## src/rtl/step_seq_pkg.sv

```systemverilog
// Shared sequencer definitions: step index width, "no step" sentinel, default pattern length.
package step_seq_pkg;

  localparam int unsigned STEP_W            = 4;
  localparam int unsigned DEFAULT_NUM_STEPS = 8;

  typedef logic [STEP_W-1:0] step_t;

  localparam step_t STEP_NONE = step_t'(4'hF);

endpackage

```

## src/rtl/gate_timer.sv

```systemverilog
// Per-track gate timer: one-cycle trigger flop plus a load/decrement gate counter.
module gate_timer #(
  parameter int unsigned GATE_W = 8
) (
  input  logic              clk,
  input  logic              reset,
  input  logic              enable,
  input  logic              load,
  input  logic [GATE_W-1:0] len,
  output logic              trig,
  output logic              gate
);

  logic [GATE_W-1:0] count_q;
  logic [GATE_W-1:0] count_d;

  // Next count: cleared when stopped, reloaded on a trigger, otherwise counts down to zero.
  always_comb begin
    count_d = count_q;
    if (!enable) begin
      count_d = '0;
    end else if (load) begin
      count_d = len;
    end else if (count_q != '0) begin
      count_d = count_q - GATE_W'(1);
    end
  end

  // Counter, registered gate level (from the next count, so it tracks the counter exactly) and trigger pulse.
  always_ff @(posedge clk) begin
    if (reset) begin
      count_q <= '0;
      gate    <= 1'b0;
      trig    <= 1'b0;
    end else begin
      count_q <= count_d;
      gate    <= (count_d != '0);
      trig    <= enable & load;
    end
  end

endmodule

```

## src/rtl/step_gate_generator.sv

```systemverilog
// Step-driven trigger/gate generator: pattern store, write decode, advance detection and per-track timers.
module step_gate_generator
  import step_seq_pkg::*;
#(
  parameter int unsigned NUM_STEPS  = DEFAULT_NUM_STEPS,
  parameter int unsigned NUM_TRACKS = 4,
  parameter int unsigned GATE_W     = 8
) (
  input  logic                          CLOCK,
  input  logic                          RESET,
  input  logic                          ENABLE,
  input  logic [STEP_W-1:0]             STEP_NUM,
  input  logic [GATE_W-1:0]             GATE_LEN,
  input  logic                          WR_EN,
  input  logic [$clog2(NUM_TRACKS)-1:0] WR_TRACK,
  input  logic [$clog2(NUM_STEPS)-1:0]  WR_STEP,
  input  logic                          WR_DATA,
  output logic [NUM_TRACKS-1:0]         TRIG,
  output logic [NUM_TRACKS-1:0]         GATE,
  output logic                          HIT
);

  localparam int unsigned TRACK_W = $clog2(NUM_TRACKS);
  localparam int unsigned IDX_W   = $clog2(NUM_STEPS);

  logic [NUM_STEPS-1:0]  pattern_q [NUM_TRACKS];
  step_t                 prev_step_q;
  logic [IDX_W-1:0]      step_idx_c;
  logic                  advance_c;
  logic [NUM_TRACKS-1:0] fire_c;

  // Advance detection: a new in-range step while running; the pattern read sees pre-write contents.
  always_comb begin
    step_idx_c = STEP_NUM[IDX_W-1:0];
    advance_c  = ENABLE && (STEP_NUM < STEP_W'(NUM_STEPS)) && (STEP_NUM != prev_step_q);
    fire_c     = '0;
    for (int t = 0; t < NUM_TRACKS; t++) begin
      fire_c[t] = advance_c & pattern_q[t][step_idx_c];
    end
  end

  // Last accepted step; forgotten on stop so a restart retriggers the current step.
  always_ff @(posedge CLOCK) begin
    if (RESET || !ENABLE) begin
      prev_step_q <= STEP_NONE;
    end else if (advance_c) begin
      prev_step_q <= STEP_NUM;
    end
  end

  // Pattern storage and write decode; indices with no matching cell are dropped.
  always_ff @(posedge CLOCK) begin
    if (RESET) begin
      for (int t = 0; t < NUM_TRACKS; t++) begin
        pattern_q[t] <= '0;
      end
    end else if (WR_EN) begin
      for (int t = 0; t < NUM_TRACKS; t++) begin
        for (int s = 0; s < NUM_STEPS; s++) begin
          if ((WR_TRACK == TRACK_W'(t)) && (WR_STEP == IDX_W'(s))) begin
            pattern_q[t][s] <= WR_DATA;
          end
        end
      end
    end
  end

  // Any-track hit pulse, aligned with the per-track trigger flops.
  always_ff @(posedge CLOCK) begin
    if (RESET) begin
      HIT <= 1'b0;
    end else begin
      HIT <= ENABLE & (|fire_c);
    end
  end

  for (genvar t = 0; t < NUM_TRACKS; t++) begin : g_track
    gate_timer #(
      .GATE_W (GATE_W)
    ) u_gate_timer (
      .clk    (CLOCK),
      .reset  (RESET),
      .enable (ENABLE),
      .load   (fire_c[t]),
      .len    (GATE_LEN),
      .trig   (TRIG[t]),
      .gate   (GATE[t])
    );
  end

endmodule
```

## config.mk

```make
export PLATFORM = sky130hd
export DESIGN_NAME = step_gate_generator
export DESIGN_NICKNAME = d
export VERILOG_FILES = /design/src/rtl/step_seq_pkg.sv /design/src/rtl/gate_timer.sv /design/src/rtl/step_gate_generator.sv
export SDC_FILE = /design/constraint.sdc
export NUM_CORES = 1
export LEC_CHECK = 0
export CAP_MARGIN = 20
export CORE_UTILIZATION = 55
export DETAILED_ROUTE_END_ITERATION = 7
export GPL_TIMING_DRIVEN = 0
export HOLD_SLACK_MARGIN = 0.03
export PLACE_DENSITY = 0.79
export SETUP_SLACK_MARGIN = 0.02
export SYNTH_ARGS = -nofsm -noshare
export SYNTH_HDL_FRONTEND = slang
export SYNTH_SLANG_ARGS = --single-unit
```

## constraint.sdc

```tcl
create_clock -name CLOCK -period 6.33 [get_ports CLOCK]
set_clock_uncertainty 0.15 [all_clocks]
set_input_delay 1.266 -clock CLOCK [delete_from_list [all_inputs] [get_ports CLOCK]]
set_output_delay 1.266 -clock CLOCK [all_outputs]
set_load 0.02 [all_outputs]
```

==> results of run 1 <==
## area by class of cell
class | count | area, um2 | area share, %
buffer | 39 | 205 | 4.04
clock buffer | 9 | 124 | 2.44
clock inverter | 7 | 82.6 | 1.62
inverter | 15 | 56.3 | 1.11
multi-input combinational | 341 | 2390 | 46.9
sequential | 77 | 1860 | 36.6
tap | 102 | 128 | 2.51
timing repair buffer | 24 | 240 | 4.72
## logic make-up (layout without fill, tap and decap cells)
family	count (synthesis)	count (layout)
xor gates and xnor gates	16	16
and+or+nand+nor	186	186
muxes	48	48
DFF	77	77
buffers and inverters	54	94
adders and majority gates	8	8
AOI/OAI and AO/OA	83	83
## worst max-delay path, delay by kind of cell
family / cells / cell delay, ns
simple gates: 3 / 0.75
compound gates: 1 / 0.18
mux: 1 / 0.22
buf+inv: 2 / 1.05
## worst max path at each step
stage,cells past startpoint,end,startpoint,slack [ns]
5_1_grt,7,g_track[1].u_gate_timer.count_q[3],ENABLE,2.83
2_1_floorplan,7,HIT,STEP_NUM[2],3.26
3_3_place_gp,7,g_track[1].u_gate_timer.count_q[3],ENABLE,2.59
3_5_place_dp,7,g_track[1].u_gate_timer.count_q[7],ENABLE,2.57
6_report,7,g_track[1].u_gate_timer.count_q[7],ENABLE,2.95
4_1_cts,7,g_track[1].u_gate_timer.count_q[7],ENABLE,2.96
## layer usage
metal  global-route usage (%)  vias to the layer above  part of all wire [%]
li1                         -                     1738                     -
met1                     31.6                     1733                    42
met2                     43.6                      120                    49
met3                     5.01                       21                   6.9
met4                     9.77                        0                   1.8
met5                        0                        -                     0
## through the flow
step           setup slack, ns  instances  total power [uW]
2_1_floorplan             3.26        472              1730
3_3_place_gp              2.59        598              1920
3_5_place_dp              2.57        598              1970
4_1_cts                   2.96        614              2370
5_1_grt                   2.83        614              2550
6_report                  2.95        614              2380
## sequential cells by signal (all words and copies together) (netlist names)
signal,cells
g_track.u_gate_timer.count_q,32
pattern_q,32
g_track.u_gate_timer.gate,4
g_track.u_gate_timer.trig,4
prev_step_q,4
HIT,1
## cells in the final DEF, fill, tap and decap left out, types with 4 or more instances in the layout
cell type / n
nand2_1: 29
mux4_2: 8
o21bai_1: 32
buf_2: 8
clkbuf_8: 9
nor2_1: 80
nand2b_1: 7
nor3b_1: 4
clkdlybuf4s50_1: 24
dfxtp_1: 45
a21oi_1: 16
xor2_1: 7
and2_1: 4
ha_1: 8
inv_1: 15
nor2b_1: 9
nand3b_1: 7
edfxtp_1: 32
buf_4: 11
mux2_2: 10
nor4_1: 5
clkbuf_1: 18
o31ai_1: 5
or3_1: 7
xnor2_1: 9
nor3_1: 11
o21ai_0: 7
mux2i_1: 30
## cells in the mapped netlist, types with 7 or more instances
cell / count / area, um2
mux2_2: 10 / 113
ha_1: 8 / 100
xor2_1: 7 / 61.3
mux4_2: 8 / 180
inv_1: 15 / 56.3
mux2i_1: 30 / 300
nor3_1: 11 / 55.1
nand3b_1: 7 / 52.6
dfxtp_1: 45 / 901
nand2b_1: 7 / 43.8
o21ai_0: 7 / 35.0
buf_4: 11 / 82.6
buf_2: 8 / 40.0
edfxtp_1: 32 / 961
o21bai_1: 32 / 240
nor2_1: 80 / 300
or3_1: 7 / 43.8
clkbuf_1: 18 / 67.6
nor2b_1: 9 / 56.3
a21oi_1: 16 / 80.1
xnor2_1: 9 / 78.8
nand2_1: 29 / 109
## power groups by stage
stage,clock network (uW),logic [uW],registers [uW]
detailed placement,0,1260,712
global placement,0,1220,709
CTS,397,1270,702
global route,415,1420,721
floorplan,0,1040,691
finish,394,1280,705
==> out/summary.txt, run 1 <==
outcome: finished clean
Post-Synth Adder-Cell Area: 2.22%
# fillers: 662
fmax: 0.296 GHz
Synth Warn #: 0
Crit Path Class: primary input to register
hold buffer count at cts: 0
Worst setup EP type: register
Hold Fails Final Rpt: 0
total negative setup slack: 0 ns
1st-iter DRT viols: 209
Area Overhead vs Synth: 12.7%
Num CTS Buffers: 9
I/O pin count: 31
Total Nets Final: 537
fin crit period: 3.38 ns
number of synthesized flops with an enable pin: 32
Lkg Pwr: 0.00184 uW
DR pass1 iterations: 5
Final Util: 64.8%
cell area after synthesis: 0.00451 mm2
Critical Path Max Stage Delay: 0.71 ns
Net Sw Frac: 39.9%
Cell Rows: 32
NetSw: 949 uW
HP Class: register to register
fin area: 0.00508 mm2
worst slew pin tran: 0.990 ns
DIE WIDTH: 92.6 um
H-Tree Depth: 3
critical-path cell list: clkdlybuf4s50_1 > nor2b_1 > o41ai_4 > nor2_1 > buf_2 > mux2i_1 > nor2_1
post-cts sizing count: 0
peak supply drop: 176 uV
Die Area: 0.00857 mm2
GR Overflow Total: 0
Crit-path slowest cell: clkdlybuf4s50_1
gpl congestion: 0.863
mux contribution to synthesized area: 13.1%
core footprint: 0.00785 mm2
crit-path most repeated cell: nor2_1
CP Data Arrival Time: 3.47 ns
via count: 3612
Post-synth ARST share: 0%
Worst-Skew Late Latency: 0.38 ns
pin count of the biggest net entering global routing: 16
ANT nets after route: 0
RSZ-0062 raised after global routing: no
n_diodes: 0
CP Launch Type: primary input
Clk pwr share: 16.6%
Max-Slew Margin vs Limit: 33.4%
Hold Crit Depth: 2
share of cells above drive strength 1: 13.5%
HPWL after detailed placement: 7250 um
compound-cell area share of the yosys netlist: 13.5%
vias per cell: 5.88
initial cell density of the core: 57.5%
simple-gate share of the synthesized area: 21.0%
Seq/Total Area, Yosys: 41.3%
TritonCTS clock tree: done
Worst Reg-to-Reg Cells: 8
# clock sinks: 77
sequential power share: 29.6%
period utilisation layout: 53.4%
clk root buf: clkbuf_8
Avg WL per Cell: 16.6 um
CP Data Required Time: 6.42 ns
dominant synthesized flop cell: dfxtp_1
critical hold path startpoint: prev_step_q[3]
Net Count, Synth: 502
XOR/XNOR Fraction of Synth Area: 3.11%
setup bufs post-CTS: 0
setup violators final: 0
P_int: 1430 uW
total global-route track usage: 25.5%
maxcap violations: 0
Fin Hold WS: 0.351 ns
synthesized flop and latch total: 77
port bufs: 24
Reg clk slew, reported paths: 0.08 ns
reg-to-reg critical path endpoint: g_track[0].u_gate_timer.gate
DRC errors left: 0
Cell Area, Placed: 0.00488 mm2
Max clock buf depth: 2
first-pass GRT wire length: 16700 um
Syn Area/Cell: 9.56 um2
Pwr Density: 468 mW/mm2
Final Max Tran Viols: 0
initial antenna violation count: 0
combinational cell fraction of total power: 53.8%
reg-to-reg startpoint: g_track[0].u_gate_timer.count_q[0]
worst-path fanout max: 10
number of global-route vias before repair: 3423
Yosys cell types: 59
cells after synthesis: 472
FF-to-FF setup slack: 3.82 ns
Endpoint, Worst Hold: prev_step_q[3]
largest family of logic cells by synthesized area: simple AND/OR/NAND/NOR gates
die height: 92.6 um
final wirelength: 10200 um
(Power assumes the default switching activity.)
==> inputs of run 2 (changes only) <==
--- a/config.mk
+++ b/config.mk
@@ -6,11 +6,11 @@
 export NUM_CORES = 1
 export LEC_CHECK = 0
 export CAP_MARGIN = 20
-export CORE_UTILIZATION = 55
+export CORE_UTILIZATION = 54
 export DETAILED_ROUTE_END_ITERATION = 7
 export GPL_TIMING_DRIVEN = 0
 export HOLD_SLACK_MARGIN = 0.03
-export PLACE_DENSITY = 0.79
+export PLACE_DENSITY = 0.81
 export SETUP_SLACK_MARGIN = 0.02
 export SYNTH_ARGS = -nofsm -noshare
 export SYNTH_HDL_FRONTEND = slang
==> constraint.sdc (replaced) <==
create_clock -name CLOCK -period 3 [get_ports CLOCK]
set_clock_uncertainty 0.15 [all_clocks]
set_input_delay 0.6 -clock CLOCK [delete_from_list [all_inputs] [get_ports CLOCK]]
set_output_delay 0.6 -clock CLOCK [all_outputs]
set_load 0.02 [all_outputs]
==> out/summary.txt, run 2 (synthesis gave the netlist of run 1 again) <==
outcome: finished clean (unchanged)
peak supply drop: 385 uV (was 176 uV)
total power: 4980 uW (was 2380 uW)
H-Tree Depth: 3 (unchanged)
Final Max Tran Viols: 0 (unchanged)
Cell Area, Placed: 0.00488 mm2 (unchanged)
period utilisation layout: 88.7%
n_diodes: 0 (unchanged)
initial antenna violation count: 0 (unchanged)
fmax: 0.376 GHz
most common cell after layout, fill and taps aside: nor2_1 (unchanged)
Area Overhead vs Synth: 12.8% (was 12.7%)
post-cts sizing count: 0 (unchanged)
Largest regs: g_track.u_gate_timer.count_q (32), pattern_q (32) (unchanged)
fin area: 0.00509 mm2 (was 0.00508 mm2)
fin crit period: 2.66 ns
Max-Slew Margin vs Limit: 40.9% (was 33.4%)
total global-route track usage: 24.8% (was 25.5%)
Hold Crit Depth: 2 (unchanged)
CP Launch Type: primary input (unchanged)
Final Util: 64.5% (was 64.8%)
HPWL after detailed placement: 7260 um (was 7250 um)
DRC errors left: 0 (unchanged)
CP Data Arrival Time: 2.75 ns (was 3.47 ns)
number of global-route vias before repair: 3462 (was 3423)
TritonCTS clock tree: done (unchanged)
initial cell density of the core: 57.2% (was 57.5%)
worst-path fanout max: 10 (unchanged)
reg-to-reg critical path endpoint: g_track[0].u_gate_timer.gate (unchanged)
Crit Path Class: primary input to register (unchanged)
ANT nets after route: 0 (unchanged)
Reg clk slew, reported paths: 0.08 ns (about the same)
die height: 93.4 um (was 92.6 um)
DR pass1 iterations: 5 (unchanged)
clk root buf: clkbuf_8 (unchanged)
hold buffer count at cts: 0 (unchanged)
RSZ-0062 raised after global routing: no (unchanged)
total negative setup slack: 0 ns (unchanged)
I/O pin count: 31 (unchanged)
critical hold path startpoint: prev_step_q[3] (unchanged)
Num CTS Buffers: 9 (unchanged)
crit path to: g_track[3].u_gate_timer.count_q[0] (was g_track[1].u_gate_timer.count_q[7])
Die Area: 0.00872 mm2 (was 0.00857 mm2)
core footprint: 0.00789 mm2 (was 0.00785 mm2)
# clock sinks: 77 (unchanged)
Worst-Skew Late Latency: 0.36 ns (was 0.38 ns)
final wirelength: 9940 um (was 10200 um)
Pwr Density: 978 mW/mm2 (was 468 mW/mm2)
GR Overflow Total: 0 (unchanged)
maxcap violations: 0 (unchanged)
gpl congestion: 0.846 (was 0.863)
Avg WL per Cell: 16.2 um (was 16.6 um)
Worst setup EP type: register (unchanged)
slack of the critical path: 0.338 ns (was 2.95 ns)
commonest cells after routing, fill and taps aside: nor2_1 (80), dfxtp_1 (45), o21bai_1 (32), edfxtp_1 (32), mux2i_1 (30) (unchanged)
share of cells above drive strength 1: 13.5% (unchanged)
reg-to-reg startpoint: g_track[0].u_gate_timer.count_q[0] (unchanged)
DP Worst Slack: -0.0201 ns (was 2.57 ns)
port bufs: 24 (unchanged)
crit path from: ENABLE (unchanged)
FF-to-FF setup slack: 0.47 ns (was 3.82 ns)
Max clock buf depth: 2 (unchanged)
CP Data Required Time: 3.08 ns (was 6.42 ns)
setup violators final: 0 (unchanged)
Total Nets Final: 537 (unchanged)
worst slew pin tran: 0.879 ns (was 0.990 ns)
setup bufs post-CTS: 0 (unchanged)
pin count of the biggest net entering global routing: 14 (was 16)
vias per cell: 5.77 (was 5.88)
via count: 3542 (was 3612)
Worst Reg-to-Reg Cells: 8 (unchanged)
Cell Rows: 32 (unchanged)
HP Class: register to register (unchanged)
first-pass GRT wire length: 16500 um (was 16700 um)
DIE WIDTH: 93.4 um (was 92.6 um)
Lkg Pwr: 0.00185 uW (was 0.00184 uW)
1st-iter DRT viols: 258 (was 209)
Hold Fails Final Rpt: 0 (unchanged)
-- run 2: changes by cell type in the layout (fill, tap and decap cells not counted) --
cell,before,now
clkinvlp_4,2,1
inv_8,1,0
inv_4,0,1
inv_6,2,0
clkbuf_8,9,11
clkinv_2,0,1
-- run 2: area by class of cell --
type	count	area, um2
buffer	39	205
timing repair buffer	24	240
sequential	77	1860
multi-input combinational	341	2390
clock inverter	5	57.6
clock buffer	11	151
tap	102	128
inverter	15	56.3
fill	649	2800
-- run 2: how the worst min path moves through the flow --
stage,endpoint
floorplan,prev_step_q[3]
global placement,prev_step_q[3]
detailed placement,prev_step_q[3]
CTS,prev_step_q[3]
global route,prev_step_q[3]
finish,prev_step_q[3]
-- run 2: layer usage --
metal | up-vias | wire length, um | GRT usage (%) | share of wire [%]
li1 | 1732 | - | - | -
met1 | 1692 | 4300 | 29.9 | 43
met2 | 97 | 5000 | 43.2 | 50
met3 | 21 | 424 | 4.96 | 4.3
met4 | 0 | 221 | 9.74 | 2.2
met5 | - | 0 | 0 | 0
-- run 2: where the power goes --
part / switching, uW / internal [uW]
Combinational: 1340 / 1320
Clock: 390 / 430
Sequential: 200 / 1300
Total: 1930 / 3040
-- run 2: critical path: stages --
cell and delay, ns:
clkdlybuf4s50_1 0.69, nor2b_1 0.27, o41ai_4 0.18, nor2_1 0.43
buf_2 0.32, mux2i_1 0.21, nor2_1 0.05
-- run 2: stage by stage --
step                instances  hold WS (ns)
floorplan                 472         0.307
global placement          598         0.321
detailed placement        598         0.330
CTS                       614         0.342
global route              614         0.368
finish                    614         0.339
==> inputs of run 3 (changes only) <==
--- a/config.mk
+++ b/config.mk
@@ -6,11 +6,13 @@
 export NUM_CORES = 1
 export LEC_CHECK = 0
 export CAP_MARGIN = 20
+export CORE_ASPECT_RATIO = 1.2
 export CORE_UTILIZATION = 54
 export DETAILED_ROUTE_END_ITERATION = 7
 export GPL_TIMING_DRIVEN = 0
 export HOLD_SLACK_MARGIN = 0.03
 export PLACE_DENSITY = 0.81
+export RECOVER_POWER = 50
 export SETUP_SLACK_MARGIN = 0.02
 export SYNTH_ARGS = -nofsm -noshare
 export SYNTH_HDL_FRONTEND = slang
==> out/summary.txt, run 3 (synthesis gave the netlist of run 1 again) <==
vias per cell: 5.88 (was 5.77)
Fin Hold WS: 0.347 ns (was 0.339 ns)
CP Launch Type: primary input (unchanged)
DIE WIDTH: 85.4 um (was 93.4 um)
Worst-Skew Late Latency: 0.36 ns (about the same)
initial antenna violation count: 0 (unchanged)
multi-input logic area: 0.00239 mm2 (unchanged)
CP Data Arrival Time: 2.82 ns (was 2.75 ns)
via count: 3567 (was 3542)
critical hold path startpoint: prev_step_q[3] (unchanged)
crit path from: ENABLE (unchanged)
Lkg Pwr: 0.00189 uW (was 0.00185 uW)
most common cell after layout, fill and taps aside: nor2_1 (unchanged)
CP Buf/Inv Count: 2 (unchanged)
first-pass GRT wire length: 16400 um (was 16500 um)
final wirelength: 9910 um (was 9940 um)
Cell Rows: 36 (was 32)
Critical Path Max Stage Delay: 0.73 ns (was 0.69 ns)
initial cell density of the core: 55.6% (was 57.2%)
failing checks: design-rule violations
port bufs: 24 (unchanged)
Die Area: 0.00872 mm2 (about the same)
total negative setup slack: 0 ns (unchanged)
GR Overflow Total: 0 (unchanged)
period utilisation layout: 91.0% (was 88.7%)
fin crit period: 2.73 ns (was 2.66 ns)
RSZ-0062 raised after global routing: no (unchanged)
core footprint: 0.00811 mm2 (was 0.00789 mm2)
commonest cells after routing, fill and taps aside: nor2_1 (80), dfxtp_1 (45), o21bai_1 (32), edfxtp_1 (32), mux2i_1 (30) (unchanged)
critical-path cell list: clkdlybuf4s50_1 > nor2b_1 > o41ai_4 > nor2_1 > buf_2 > mux2i_1 > nor2_1 (unchanged)
Reg clk slew, reported paths: 0.09 ns (was 0.08 ns)
DRC errors left: 1 (was 0)
Max clock buf depth: 2 (unchanged)
Pwr Density: 1000 mW/mm2 (was 978 mW/mm2)
reg-to-reg startpoint: g_track[0].u_gate_timer.count_q[0] (unchanged)
Num CTS Buffers: 9 (unchanged)
TritonCTS clock tree: done (unchanged)
share of cells above drive strength 1: 13.5% (unchanged)
Final Max Tran Viols: 0 (unchanged)
maxcap violations: 0 (unchanged)
H-Tree Depth: 3 (unchanged)
fmax: 0.366 GHz (was 0.376 GHz)
HPWL after detailed placement: 7240 um (was 7260 um)
post-cts sizing count: 0 (unchanged)
setup bufs post-CTS: 0 (unchanged)
number of global-route vias before repair: 3533 (was 3462)
Worst setup EP type: register (unchanged)
pin count of the biggest net entering global routing: 15 (was 14)
FF+latch area: 0.00186 mm2 (unchanged)
setup violators final: 0 (unchanged)
n_diodes: 0 (unchanged)
hold buffer count at cts: 0 (unchanged)
CP delay by family, top: buffers and inverters (unchanged)
Area Overhead vs Synth: 13.4% (was 12.8%)
Crit Path Class: primary input to register (unchanged)
ANT nets after route: 0 (unchanged)
die height: 102 um (was 93.4 um)
gpl congestion: 0.914 (was 0.846)
# clock sinks: 77 (unchanged)
worst slew pin tran: 0.885 ns (was 0.879 ns)
Max-Slew Margin vs Limit: 40.4% (was 40.9%)
Total Nets Final: 537 (unchanged)
worst-path fanout max: 10 (unchanged)
Crit-path slowest cell: clkdlybuf4s50_1 (unchanged)
DR pass1 iterations: 7 (was 5)
HP Class: register to register (unchanged)
total global-route track usage: 24.5% (was 24.8%)
# fillers: 659 (was 649)
Largest regs: g_track.u_gate_timer.count_q (32), pattern_q (32) (unchanged)
Avg WL per Cell: 16.3 um (was 16.2 um)
clk root buf: clkbuf_8 (unchanged)
crit-path most repeated cell: nor2_1 (unchanged)
CP Data Required Time: 3.09 ns (was 3.08 ns)
Hold Fails Final Rpt: 0 (unchanged)
I/O pin count: 31 (unchanged)
outcome: complete, but fails checks (was finished clean)
peak supply drop: 357 uV (was 385 uV)
1st-iter DRT viols: 258 (unchanged)
-- run 3: where the power goes --
part           internal [uW]  leakage (uW)  switching, uW
Sequential              1300      0.000673            192
Combinational           1310       0.00110           1350
Clock                    558      0.000124            413
Total                   3160       0.00189           1960
-- run 3: path summary, 6_finish.rpt --
kind | endpoint | slack [ns] | cells after the start
max | g_track[1].u_gate_timer.count_q[7] | 0.27 | 7
min | prev_step_q[3] | 0.35 | 2
max reg2reg | g_track[0].u_gate_timer.gate | 0.46 | 8
min reg2reg | prev_step_q[3] | 0.35 | 2
-- run 3: metrics by stage --
step | utilization, % | worst slack [ns] | instances | area, um2 | power, uW
final | 63.1 | 0.271 | 607 | 5110 | 5120
after global routing | 63.1 | 0.143 | 607 | 5110 | 5490
after CTS | 63.1 | 0.272 | 607 | 5110 | 5120
after detailed placement | 60.1 | -0.0669 | 591 | 4870 | 4130
after global placement | 60.1 | -0.0523 | 591 | 4870 | 4050
after floorplan | - | 0.597 | 472 | 4510 | 3650
-- run 3: metal layers --
metal  GRT usage (%)  wire length [um]
met3            4.77               465
met1            26.9              4040
met5               0                 0
met2            45.2              5090
met4            12.2               316
-- run 3: area by class of cell --
type                       instances  share of cell area [%]
inverter                          15                    1.10
clock inverter                     7                    2.37
sequential                        77                    36.4
buffer                            39                    4.01
clock buffer                       9                    2.42
timing repair buffer              24                    4.70
tap                               95                    2.32
multi-input combinational        341                    46.7
-- run 3: tightest hold or removal path, cell delays in order, from the launching register on --
cell and delay, ns:
dfxtp_1 0.35, nand2_1 0.07, nand2_1 0.04
==> patch 1: new RTL, config.mk and constraints of run 3 <==
Set the package constant `STEP_W` to 5 (it was 4).
--- a/src/rtl/step_seq_pkg.sv
+++ b/src/rtl/step_seq_pkg.sv
@@ -3,3 +3,3 @@
 
-  localparam int unsigned STEP_W            = 4;
+  localparam int unsigned STEP_W            = 5;
   localparam int unsigned DEFAULT_NUM_STEPS = 8;
Interface: changed (resized STEP_NUM); port bits go from 31 to 32. The function was not compared with the original's and may differ.
==> patch 1 against run 3 <==
  * Synthesized cell count grew 6.8%
  * Setup slack lost 0.029 ns
  * Non-clock buffer count grew 7
  * Fmax shrank 1.1%
  * Largest cell class unchanged
  * Power grew 7.4%
  * Sequential share of layout area shrank 0.63 points
  * Design area grew 2.9%
  * Sequential cell count grew 1
  * First-iteration DRC count shrank 13%
  * Area after synthesis grew 4.2%
  * Routed wire length grew 8.8%
==> patch 1: results (changes against run 3) <==
num-nonclk-buffers: 70  # +11%
fillers: 701  # +6.4%
gp_congestion: 0.914  # about the same
wl_met2_um: 5640  # +11%
grt_pass1_vias: 3581  # +1.4%
nonClkBufAreaFrac: 0.0923  # +0.00519
critPathCapture: "g_track[3].u_gate_timer.gate"
grt_use_met2: 0.429  # -0.0232
synth_area_leaders: "edfxtp_1 20%, dfxtp_1 20%, nor2_1 6.1%, mux2i_1 5.7%, o21bai_1 5.1%"
dp_hpwl_um: 7870  # +8.8%
reg.largest.list: "g_track.u_gate_timer.count_q: 32 flops, pattern_q: 32 flops, prev_step_q: 5 flops"
multi_input_area_um2: 2530  # +5.9%
leakage_nw: 1.84  # -2.6%
synth_fp_nets: 535  # +6.6%
outcome: "complete, no violations"
syn_inst: 504  # +6.8%
nClkBuffers: 11  # +2
cts.sinks: 78  # +1.3%
via_count: 3813  # +6.9%
gr-usage-all-layers: 0.253  # +0.00750
die-area_um2: 9090  # +4.2%
grt_max_degree: 13  # -2
maxSlewHeadroom: 0.437  # +0.0322
dr.pass1.iters: 6  # -1
yosys-top-cells-count: "77 x nor2_1, 46 x dfxtp_1, 32 x edfxtp_1, 32 x nand2_1, 32 x o21bai_1"
nMultiInputCombCells: 366  # +7.3%
==> patch 1: changes by cell type in the layout (fill, tap and decap cells not counted), sizes merged, moves of 5 or more <==
cell / change
clkbuf: +12
xor2: -6
xnor2: +13
nor3b: +5
nand3: +5
nor3: +10
==> patch 1: power by group <==
group / internal, mW / switching (mW) / total (mW)
sequential: 1.33 / 0.193 / 1.53
combinational: 1.58 / 1.70 / 3.28
clock: 0.315 / 0.381 / 0.696
total: 3.22 / 2.28 / 5.50
==> patch 1: kinds of logic after synthesis <==
family	share of synthesized area
xor+xnor	0.0428
buf+inv	0.0620
fa+ha+maj	0.0213
compound gates	0.131
simple gates	0.225
mux	0.117
flops	0.400
==> patch 1: stage by stage <==
step	power [mW]	hold WS (ns)	cell area [um2]	worst slack, ns
final	5.50	0.301	5260	0.241
after global routing	5.92	0.341	5260	0.181
after CTS	5.48	0.301	5260	0.326
after detailed placement	4.78	0.288	5090	-0.0387
after global placement	4.66	0.282	5090	-0.0398
after floorplan	4.18	0.273	4700	0.600
==> patch 2: new RTL, config.mk and constraints of run 3 <==
Without the edit above. Make the reset (`RESET` and `reset`) asynchronous in 3 clocked blocks.
--- a/src/rtl/gate_timer.sv
+++ b/src/rtl/gate_timer.sv
@@ -29,3 +29,3 @@
   // Counter, registered gate level (from the next count, so it tracks the counter exactly) and trigger pulse.
-  always_ff @(posedge clk) begin
+  always_ff @(posedge clk or posedge reset) begin
     if (reset) begin
--- a/src/rtl/step_gate_generator.sv
+++ b/src/rtl/step_gate_generator.sv
@@ -51,3 +51,3 @@
   // Pattern storage and write decode; indices with no matching cell are dropped.
-  always_ff @(posedge CLOCK) begin
+  always_ff @(posedge CLOCK or posedge RESET) begin
     if (RESET) begin
@@ -68,3 +68,3 @@
   // Any-track hit pulse, aligned with the per-track trigger flops.
-  always_ff @(posedge CLOCK) begin
+  always_ff @(posedge CLOCK or posedge RESET) begin
     if (RESET) begin
Check against the original RTL: differs if RESET is asserted again (counterexample within 4 cycles, from zero or initial values and one cycle with RESET high); with RESET held inactive, the same outputs for 4 cycles.
==> patch 2 against run 3 <==
  * The run ends with max-capacitance violations, max-slew violations left
  * Power shrank 5.7%
  * Sequential cell count stayed put
  * Design area is 1.4% higher
  * Area after synthesis increased by 0.55%
  * Sequential power up 7%
  * Routed wire length is 6.9% higher
  * Fmax increased by 3.2%
  * Setup slack improved by 0.085 ns
  * Critical path type unchanged
  * Largest cell class unchanged
  * Highest routed layer unchanged
==> patch 2: results (changes against run 3) <==
worst_pin_slew_ns: 1.52  # +0.634 ns
maxSlewViolCount: 74  # +74
syn_avg_cell_area_um2: 9.90  # +3.6%
violations: "max-capacitance violations, max-slew violations"
nets: 525  # -2.2%
dr.pass1.iters: 4  # -3
synth_area_leaders: "dfrtp_1 40%, mux2_2 8.9%, mux2i_1 4.4%, nor2_1 4.1%, mux4_2 4.0%"
synthFlopType: "dfrtp_1"
port_buffers: 26  # +8.3%
wl_um: 10600  # +6.9%
pg_comb_mw: 2.25  # -15%
power.total_mw: 4.83  # -5.7%
final_cell_count_no_fill: 613  # +0.99%
p_switching_mw: 1.82  # -7.1%
drt_iter0_markers: 227  # -12%
drive_gt1_frac: 0.170  # +0.0356
outcome: "finished with violations"
yosys-top-cells-count: "73 x dfrtp_1, 50 x nor2_1, 46 x nand2_1, 36 x mux2_2, 20 x mux2i_1"
maxCapViolCount: 1  # +1
vias_per_cell: 5.88  # about the same
grt_max_degree: 74  # +59
synth_fp_nets: 488  # -2.8%
power.clock.fraction: 0.203  # +0.013
dpl.cell_count: 598  # +1.2%
gp_congestion: 0.957  # +4.6%
yosysUniqueCellTypes: 56  # -5.1%
crit_arrival_ns: 2.77  # -0.05 ns
[patch 2: layout make-up]
type / count / area [um2]
clock buffer: 11 / 151
inverter: 12 / 45.0
buffer: 27 / 140
multi-input combinational: 342 / 2440
clock inverter: 4 / 95.1
sequential: 77 / 1910
timing repair buffer: 26 / 260
tap: 114 / 143
fill: 671 / 2970
[patch 2: path summary, 6_finish.rpt]
path                                                    startpoint                                 end  slack (ns)  depth (start not counted)
min in group asynchronous                                    RESET  g_track[2].u_gate_timer.count_q[1]        1.06                          2
worst max-delay path                                        ENABLE  g_track[0].u_gate_timer.count_q[5]        0.36                          7
worst min register to register                      prev_step_q[3]                      prev_step_q[3]        0.35                          2
worst min-delay path                                prev_step_q[3]                      prev_step_q[3]        0.35                          2
max in group asynchronous                                    RESET  g_track[0].u_gate_timer.count_q[2]        0.76                          2
worst max register to register  g_track[2].u_gate_timer.count_q[0]        g_track[2].u_gate_timer.gate        0.49                          7
[patch 2: worst max-delay path: stages]
cell	delay, ns
dlygate4sd3_1	0.60
nor2b_1	0.25
o41ai_4	0.21
nor2_1	0.54
buf_2	0.32
nor2_1	0.07
nor3_1	0.17
[patch 2: cell families (layout without fill, tap and decap cells)]
family,Yosys count,in the layout,synth area share
fa+ha+maj,8,8,0.0221
simple gates,189,189,0.212
compound gates,66,66,0.103
xor+xnor,15,15,0.0290
mux,64,64,0.173
flops,77,77,0.420
buf+inv,39,80,0.0408
[patch 2: layer usage]
metal / up-vias / share of wire / GRT usage
met5: - / 0 / 0
met4: 0 / 0.034 / 0.151
met3: 24 / 0.039 / 0.0412
met2: 105 / 0.53 / 0.467
met1: 1761 / 0.40 / 0.296
li1: 1715 / - / -
